## config.mk

```make
export PLATFORM = sky130hd
export DESIGN_NAME = bar_level_builder_flat
export DESIGN_NICKNAME = d
export VERILOG_FILES = /design/src/rtl/bar_level_builder_if.sv /design/src/rtl/bar_level_builder.sv /design/src/flat_wrapper.sv
export SDC_FILE = /design/constraint.sdc
export NUM_CORES = 2
export LEC_CHECK = 0
export BUFFER_PORTS_ARGS = -buffer_cell sky130_fd_sc_hd__buf_2
export CORE_MARGIN = 2
export CORE_UTILIZATION = 50
export DETAILED_ROUTE_END_ITERATION = 10
export GPL_TIMING_DRIVEN = 0
export PLACE_DENSITY = 0.69
export SLEW_MARGIN = 40
export SYNTH_ARGS = -nofsm -noshare
export SYNTH_HDL_FRONTEND = slang
export SYNTH_SLANG_ARGS = --single-unit
```

## constraint.sdc

```tcl
create_clock -name fsm_clk -period 6.55 [get_ports fsm_clk]
set_clock_uncertainty 0.2 [all_clocks]
set_input_delay 0.655 -clock fsm_clk [delete_from_list [all_inputs] [get_ports fsm_clk]]
set_output_delay 0.655 -clock fsm_clk [all_outputs]
set_load 0.05 [all_outputs]
```

## src/rtl/bar_level_builder_if.sv

```systemverilog
// Magnitude sample stream into the bar level builder: valid/ready handshake
// carrying a bar index and an unsigned 16-bit magnitude.
interface bar_level_builder_if;
    logic        mag_valid;
    logic        mag_ready;
    logic [3:0]  mag_bin;
    logic [15:0] mag_data;

    modport master (
        output mag_valid,
        output mag_bin,
        output mag_data,
        input  mag_ready
    );

    modport slave (
        input  mag_valid,
        input  mag_bin,
        input  mag_data,
        output mag_ready
    );
endinterface

```

## src/rtl/bar_level_builder.sv

```systemverilog
// Per-frame bar level builder: max-per-bar, log2 level, rise-fast/fall-slow, atomic commit.
// Optional peak-hold markers are enabled with `define BAR_PEAK_HOLD_EN.
module bar_level_builder #(
    parameter int unsigned DECAY_FRAMES = 4,
    parameter logic [15:0] NOISE_FLOOR  = 16'd0
) (
    input  logic                 fsm_clk,
    input  logic                 reset,
    input  logic                 frame_tick,
    bar_level_builder_if.slave   mag,
    output logic [15:0]          bars [16],
    output logic                 bars_update,
    output logic                 overrun
);

    typedef enum logic [1:0] {COLLECT, CONVERT, COMMIT} state_t;

    localparam logic [7:0] DECAY_LAST = 8'(DECAY_FRAMES - 1);

    state_t      state_reg, state_next;
    logic [3:0]  idx_reg;
    logic [7:0]  decay_cnt_reg;
    logic        decay_frame_reg;
    logic        overrun_reg;
    logic        bars_update_reg;

    logic [15:0] max_all  [16];
    logic [4:0]  disp_all [16];
    logic [15:0] cur_max;
    logic [4:0]  cur_disp;
    logic [4:0]  raw;
    logic [4:0]  disp_next;
    logic        accept;
    logic        tick_accept;
    logic        converting;

    function automatic logic [4:0] log_level(input logic [15:0] m);
        log_level = '0;
        if (m > NOISE_FLOOR) begin
            for (int b = 0; b < 16; b++) begin
                if (m[b]) log_level = 5'(b + 1);
            end
        end
    endfunction

    function automatic logic [15:0] therm(input logic [4:0] lvl);
        therm = '0;
        for (int k = 0; k < 16; k++) begin
            therm[k] = (5'(k) < lvl);
        end
    endfunction

    assign mag.mag_ready = (state_reg == COLLECT);
    assign accept        = mag.mag_valid && (state_reg == COLLECT);
    assign tick_accept   = frame_tick && (state_reg == COLLECT);
    assign converting    = (state_reg == CONVERT);
    assign bars_update   = bars_update_reg;
    assign overrun       = overrun_reg;

    always_ff @(posedge fsm_clk) begin
        if (reset) state_reg <= COLLECT;
        else       state_reg <= state_next;
    end

    always_comb begin
        state_next = state_reg;
        case (state_reg)
            COLLECT: if (frame_tick) state_next = CONVERT;
            CONVERT: if (idx_reg == 4'd15) state_next = COMMIT;
            COMMIT:  state_next = COLLECT;
            default: state_next = COLLECT;
        endcase
    end

    // The decay decision is latched at frame close so the whole conversion pass agrees on it.
    always_ff @(posedge fsm_clk) begin
        if (reset) begin
            idx_reg         <= '0;
            decay_cnt_reg   <= '0;
            decay_frame_reg <= 1'b0;
            overrun_reg     <= 1'b0;
            bars_update_reg <= 1'b0;
        end else begin
            bars_update_reg <= (state_reg == COMMIT);
            if (tick_accept) begin
                idx_reg         <= '0;
                decay_frame_reg <= (decay_cnt_reg == DECAY_LAST);
                decay_cnt_reg   <= (decay_cnt_reg == DECAY_LAST) ? 8'd0 : decay_cnt_reg + 8'd1;
            end else if (converting) begin
                idx_reg <= idx_reg + 4'd1;
            end
            if (frame_tick && (state_reg != COLLECT)) overrun_reg <= 1'b1;
        end
    end

    always_comb begin
        cur_max  = max_all[idx_reg];
        cur_disp = disp_all[idx_reg];
        raw      = log_level(cur_max);
        if (raw >= cur_disp)      disp_next = raw;
        else if (decay_frame_reg) disp_next = cur_disp - 5'd1;
        else                      disp_next = cur_disp;
    end

`ifdef BAR_PEAK_HOLD_EN
    localparam logic [8:0] HOLD_RELOAD = 9'(2 * DECAY_FRAMES);

    logic [4:0] pk_all   [16];
    logic [8:0] hold_all [16];
    logic [4:0] cur_pk;
    logic [8:0] cur_hold;
    logic [4:0] pk_next;
    logic [8:0] hold_next;

    // Peak only drops after its hold expires, and never below the freshly computed bar level.
    always_comb begin
        cur_pk    = pk_all[idx_reg];
        cur_hold  = hold_all[idx_reg];
        pk_next   = cur_pk;
        hold_next = cur_hold;
        if (raw > cur_pk) begin
            pk_next   = raw;
            hold_next = HOLD_RELOAD;
        end else if (cur_hold != 9'd0) begin
            hold_next = cur_hold - 9'd1;
        end else if (decay_frame_reg && (cur_pk > disp_next)) begin
            pk_next = cur_pk - 5'd1;
        end
    end
`endif

    genvar gi;
    generate
        for (gi = 0; gi < 16; gi++) begin : g_bar
            logic [15:0] max_reg;
            logic [4:0]  disp_reg;
            logic [15:0] bars_reg;
            logic [15:0] row;
            logic        sel;

            assign sel          = converting && (idx_reg == 4'(gi));
            assign max_all[gi]  = max_reg;
            assign disp_all[gi] = disp_reg;
            assign bars[gi]     = bars_reg;

`ifdef BAR_PEAK_HOLD_EN
            logic [4:0] pk_reg;
            logic [8:0] hold_reg;

            assign pk_all[gi]   = pk_reg;
            assign hold_all[gi] = hold_reg;

            always_ff @(posedge fsm_clk) begin
                if (reset) begin
                    pk_reg   <= '0;
                    hold_reg <= '0;
                end else if (sel) begin
                    pk_reg   <= pk_next;
                    hold_reg <= hold_next;
                end
            end

            always_comb begin
                row = therm(disp_reg);
                if (pk_reg > disp_reg) row[4'(pk_reg - 5'd1)] = 1'b1;
            end
`else
            always_comb begin
                row = therm(disp_reg);
            end
`endif

            always_ff @(posedge fsm_clk) begin
                if (reset) begin
                    max_reg  <= '0;
                    disp_reg <= '0;
                    bars_reg <= '0;
                end else begin
                    if (accept && (mag.mag_bin == 4'(gi)) && (mag.mag_data > max_reg))
                        max_reg <= mag.mag_data;
                    else if (sel)
                        max_reg <= '0;
                    if (sel) disp_reg <= disp_next;
                    if (state_reg == COMMIT) bars_reg <= row;
                end
            end
        end
    endgenerate

endmodule

```

## src/flat_wrapper.sv

```systemverilog
// flat-port wrapper written by rule: the top's interface ports become plain ports
module bar_level_builder_flat 
#(
    parameter int unsigned DECAY_FRAMES = 4,
    parameter logic [15:0] NOISE_FLOOR  = 16'd0
)
  (fsm_clk, reset, frame_tick, bars, bars_update, overrun, mag_mag_valid, mag_mag_bin, mag_mag_data, mag_mag_ready);
  bar_level_builder_if mag_i ();
  input  logic fsm_clk;
  input  logic reset;
  input  logic frame_tick;
  output logic [15:0] bars[16];
  output logic bars_update;
  output logic overrun;
  input wire logic [$bits(mag_i.mag_valid)-1:0] mag_mag_valid;
  input wire logic [$bits(mag_i.mag_bin)-1:0] mag_mag_bin;
  input wire logic [$bits(mag_i.mag_data)-1:0] mag_mag_data;
  output wire logic [$bits(mag_i.mag_ready)-1:0] mag_mag_ready;
  assign mag_i.mag_valid = mag_mag_valid;
  assign mag_i.mag_bin = mag_mag_bin;
  assign mag_i.mag_data = mag_mag_data;
  assign mag_mag_ready = mag_i.mag_ready;
  bar_level_builder #(.DECAY_FRAMES(DECAY_FRAMES), .NOISE_FLOOR(NOISE_FLOOR)) u_core (.fsm_clk(fsm_clk), .reset(reset), .frame_tick(frame_tick), .mag(mag_i), .bars(bars), .bars_update(bars_update), .overrun(overrun));
endmodule
```

* After elaboration in Yosys (flattened, before gate mapping) *
Cells that the tools add are included.

word-level totals
  register bits = 609
  input port bits = 24
  word-level logic and storage cells = 502

operators by class
  add/sub/neg operators = 3
  order comparisons = 275
  equality and inequality tests = 35
  mux-type cells = 61
  bitwise gates (word level) = 1
  reductions and logical operators = 73

operators by type and width
  operator                                                                          count
  4-bit by 5-bit less-than comparator with 1-bit output, first input constant       128
  16-bit two-way mux                                                                34
  3-bit by 5-bit less-than comparator with 1-bit output, first input constant       64
  16-bit greater-than comparator                                                    16
  1-bit by 5-bit less-than comparator with 1-bit output, first input constant       32
  2-bit by 5-bit less-than comparator with 1-bit output, first input constant       32
  16-bit binary-select mux with 4-bit select                                        1
  4-bit == test, second input constant                                              16
  1-bit logical AND                                                                 51
  2-bit nonzero test                                                                17
  4-bit by 3-bit == test with 1-bit output, second input constant                   8
  4-bit two-way mux                                                                 8
  5-bit two-way mux                                                                 6
  5-bit binary-select mux with 4-bit select                                         1
  4-bit by 2-bit == test with 1-bit output, second input constant                   4
  16-bit by 1-bit greater-than comparator with 1-bit output, second input constant  1
  3-bit two-way mux                                                                 4
  8-bit by 1-bit adder with 8-bit output, second input constant                     1
  4-bit by 1-bit == test with 1-bit output, second input constant                   2
  8-bit by 2-bit == test with 1-bit output, second input constant                   1
  4-bit zero test                                                                   2
  2-bit two-way mux                                                                 4
  8-bit two-way mux                                                                 1
  5-bit greater-or-equal comparator                                                 1
  other kinds (12)                                                                  13

* Logic depth before layout (Yosys ltp) *
  depth after elaboration = 23
  mapped depth = 19
  mapped depth without buffers = 15

* Worst setup path before layout *
Ideal clock, no wire load.

  kind = reg2reg
  start = reg u_core.idx_reg[0]
  end = reg u_core.g_bar[0].disp_reg[2]
  arrival = 4,617 ps
  data required time = 6,284 ps
  slack = 1,667 ps
  stages on the path, launching flop included = 18
  path buffers = 4
  clock period less this slack = 4,883 ps
  cells stage by stage = dfxtp_1 buf_6 buf_6 buf_6 mux4_2 mux4_2 a41oi_2 or4b_4 ha_1 nand2b_1 a21o_1 a21oi_1 o21ai_1 mux2_2 a31oi_4 buf_2 mux2i_1 nor2_1

between the ends
  cells in the longest elaborated chain, start to end = 23

ends and longest elaborated chain
  element                                                 line                                              source
  start: declaration                                      bar_level_builder.sv:21                           logic [3:0] idx_reg;
  start signal: assignment                                bar_level_builder.sv:90                           idx_reg <= idx_reg + 4'd1;
  4-bit NOT with 5-bit output (implied by the code)       bar_level_builder.sv:97, bar_level_builder.sv:98
  16-bit binary-select mux with 4-bit select              bar_level_builder.sv:97                           cur_max = max_all[idx_reg];
  16-bit two-way mux (implied by the code) (2 in series)  bar_level_builder.sv:97
  1-bit two-way mux                                       bar_level_builder.sv:41                           if (m[b]) log_level = 5'(b + 1);
  2-bit two-way mux (2 in series)                         bar_level_builder.sv:41
  3-bit two-way mux (4 in series)                         bar_level_builder.sv:41
  4-bit two-way mux (8 in series)                         bar_level_builder.sv:41
  5-bit two-way mux                                       bar_level_builder.sv:41
  5-bit two-way mux                                       bar_level_builder.sv:39                           if (m > NOISE_FLOOR) begin
  5-bit greater-or-equal comparator                       bar_level_builder.sv:100                          if (raw >= cur_disp) disp_next = raw;
  5-bit two-way mux                                       bar_level_builder.sv:100
  end signal: assignment                                  bar_level_builder.sv:183                          if (sel) disp_reg <= disp_next;
  end: declaration                                        bar_level_builder.sv:136                          logic [4:0] disp_reg;

Parallel ways exist; a longest one is shown, timed or not. The select of a mux whose other input is x is not followed.
A chain may end at the register's enable or synchronous reset.

* Final worst setup path *
  start = reg u_core.idx_reg[1]
  end = reg u_core.g_bar[15].disp_reg[2]

between the ends
  cells in the longest elaborated chain, start to end = 23

ends and longest elaborated chain
  element                                                 line
  4-bit NOT with 5-bit output (implied by the code)       bar_level_builder.sv:97, bar_level_builder.sv:98
  16-bit binary-select mux with 4-bit select              bar_level_builder.sv:97
  16-bit two-way mux (implied by the code) (2 in series)  bar_level_builder.sv:97
  1-bit two-way mux                                       bar_level_builder.sv:41
  2-bit two-way mux (2 in series)                         bar_level_builder.sv:41
  3-bit two-way mux (4 in series)                         bar_level_builder.sv:41
  4-bit two-way mux (8 in series)                         bar_level_builder.sv:41
  5-bit two-way mux                                       bar_level_builder.sv:41
  5-bit two-way mux                                       bar_level_builder.sv:39
  5-bit greater-or-equal comparator                       bar_level_builder.sv:100
  5-bit two-way mux                                       bar_level_builder.sv:100
  end signal: assignment                                  bar_level_builder.sv:183
  end: declaration                                        bar_level_builder.sv:136

Parallel ways exist; a longest one is shown, timed or not. The select of a mux whose other input is x is not followed.

==> metrics.cfg <==
[pwr]
powerDensity_nw_per_um2 = 226
ir_drop_mv = 0.200
leakage_nw = 13.9

[clocking]
cts_buffers = 70
hold_buffers = 0
clk_latency_ns = 0.63
clockRootBuffer = clkbuf_16
cts_max_level = 3
cts.sinks = 609
max-clock-path-buffers = 3
cts_resized = 0
clk_pin_slew_ns = 0.06
cts_tree = done

[die]
die_area_um2 = 66300
io_pins = 283
dieWidth_um = 257
rows = 92
initial_core_util_pct = 50.7
chipHeight_um = 257
coreArea_um2 = 63300

[layout]
fin_cells = 4852
fin_area_um2 = 37000
drive_gt1_share_pct = 14.1
syn_to_final_growth_pct = 15.1
nets = 4244
final_cell_mix = dfxtp_1, nor2_1, nand2_1
layout_commonest_cell = dfxtp_1
fill_cells = 5683

[critical_path]
critPathRequiredTime_ns = 6.89
endpoint_kind = flip-flop
arrival_ns = 6.63
worst-setup-path-type = reg -> reg
crit_fanout = 10
critPathLaunchType = flip-flop

[yosys]
ys.warnings.count = 0
synth_edf_count = 0
mappedNetlistArea_um2 = 32100
synth-seq-cells = 609
syn_avg_cell_area_um2 = 8.93
syn_nets = 3890
ys.flop_type = dfxtp_1
async_flop_share_pct = 0
synth_cells = 3599
yosysSeqAreaShare_pct = 37.9
yosysUniqueCellTypes = 64

[global_routing]
busiest_layer = met2
grt_pass1_wl_um = 166000
grt_max_degree = 21
met2_usage_pct = 53.0
overflow = 0
grt_util_met3_pct = 5.95
grt_pass1_vias = 27100
grt_usage_pct = 32.7
antenna_found_initial = 3
met1_usage_pct = 41.4

[timing]
timing.fmax_mhz = 159
hold_violations = 0
setup_viol = 0
fin_tns_setup_ns = 0
fin_crit_sh_pct = 96.0
hold_slack_ns = 0.166
worst_slew_pin_slew_ns = 0.926
rsz0062_at_grt = false
relSlewSlack_pct = 37.7
finalMaxSlewViolations = 0
min_period_ns = 6.29
layout_setup_ws_ns = 0.264

[place]
dp_hpwl_um = 81500
place_congestion = 0.985
port_buffers = 281
dp_cells = 4728
post-place-ws_ns = -0.0676
placed_area_um2 = 34700

[outcome]
status = finished, final reports clean

[routing]
drt_iter0_markers = 2750
antenna_left = 0
wl_per_cell_um = 22.8
drc = 0
via_per_inst = 5.91
vias = 28700
drtPass1Iterations = 6
drt_wl_total_um = 110000

[worst_hold_path]
hold_class = in -> reg

[run]
max-cap-violations = 0

==> report_power, final <==
| group | leakage, nW | internal, mW | switching, mW | total, mW |
|---|---|---|---|---|
| Sequential | 4.91 | 3.72 | 0.0202 | 3.74 |
| Clock | 1.12 | 2.26 | 1.64 | 3.90 |
| Combinational | 7.83 | 0.229 | 0.481 | 0.709 |
| Total | 13.9 | 6.21 | 2.14 | 8.35 |
==> per-layer routing <==
layer | vias to the layer above | routed length (um)
met5 | - | 9
met4 | 2 | 6450
met3 | 344 | 8630
met2 | 1340 | 50500
met1 | 13600 | 44800
li1 | 13400 | -
==> per-stage QoR <==
step           power [mW]  util [%]
6_report             8.35      58.4
4_1_cts              8.37      58.3
3_3_place_gp         4.50      54.6
2_1_floorplan        4.25         -
3_5_place_dp         4.51      54.8
5_1_grt              8.59      58.4
==> Yosys cell counts, types with 90 or more instances <==
library cell / count / area [um2]
clkbuf_1: 191 / 717
inv_1: 266 / 998
ha_1: 267 / 3340
nor2_1: 483 / 1810
a211oi_1: 230 / 1730
o21ai_0: 114 / 571
dfxtp_1: 609 / 12200
mux2i_1: 285 / 2850
mux4_2: 90 / 2030
nor3_1: 91 / 455
nand2_1: 360 / 1350
a21oi_1: 98 / 490
==> worst paths after layout <==
check	start	to	slack, ns	depth (start not counted)
max	u_core.idx_reg[1]	u_core.g_bar[15].disp_reg[2]	0.26	18
max reg2reg	u_core.idx_reg[1]	u_core.g_bar[15].disp_reg[2]	0.26	18
min reg2reg	u_core.g_bar[5].bars_reg[15]	u_core.g_bar[5].bars_reg[15]	0.25	2
min	frame_tick	u_core.overrun	0.17	3
==> worst max-delay path: stages, from the launching register on <==
cell and delay (ns):
dfxtp_1 0.49, buf_2 0.44, clkbuf_1 0.69, mux4_2 0.43, a22oi_1 0.30, o221ai_1 0.28, a21oi_1 0.17, a2111oi_0 0.11
or4b_4 0.61, ha_1 0.29, nand2b_1 0.09, a21o_1 0.12, a21oi_1 0.07, o21ai_2 0.45, mux2_2 0.42, a31oi_4 0.38
buf_2 0.43, nand2_1 0.09, a21oi_1 0.14
==> timing repair <==
item                                    4_1_cts  5_1_grt
setup buffers                                 0        0
endpoints found under the setup margin       10        0
endpoints found under the hold margin         0        0
==> layout make-up <==
| class | instances | area [um2] | share of cell area [%] |
|---|---|---|---|
| clock buffers | 99 | 1990 | 5.39 |
| repair buffers | 283 | 1420 | 3.84 |
| diodes | 2 | 5.00 | 0.0135 |
| plain buffers | 230 | 970 | 2.62 |
| clock inverters | 24 | 267 | 0.721 |
| inverters | 267 | 1000 | 2.71 |
| flip-flops and latches | 609 | 12200 | 33.0 |
| multi-input cells | 2492 | 18100 | 48.9 |
| well taps | 846 | 1060 | 2.86 |
==> cell families (layout without fill, tap and decap cells) <==
logic type | count (synthesis) | after routing | share of synthesized area (%)
flip-flops | 609 | 609 | 37.9
AND/OR/NAND/NOR | 1203 | 1203 | 16.5
XOR/XNOR | 14 | 14 | 0.382
other | 0 | 2 | 0
multiplexers | 378 | 378 | 15.3
buffers and inverters | 498 | 903 | 6.08
adder cells (fa/ha/maj) | 267 | 267 | 10.4
AO/OA/AOI/OAI | 630 | 630 | 13.4
Note: power is estimated with default switching activity, not from simulation.
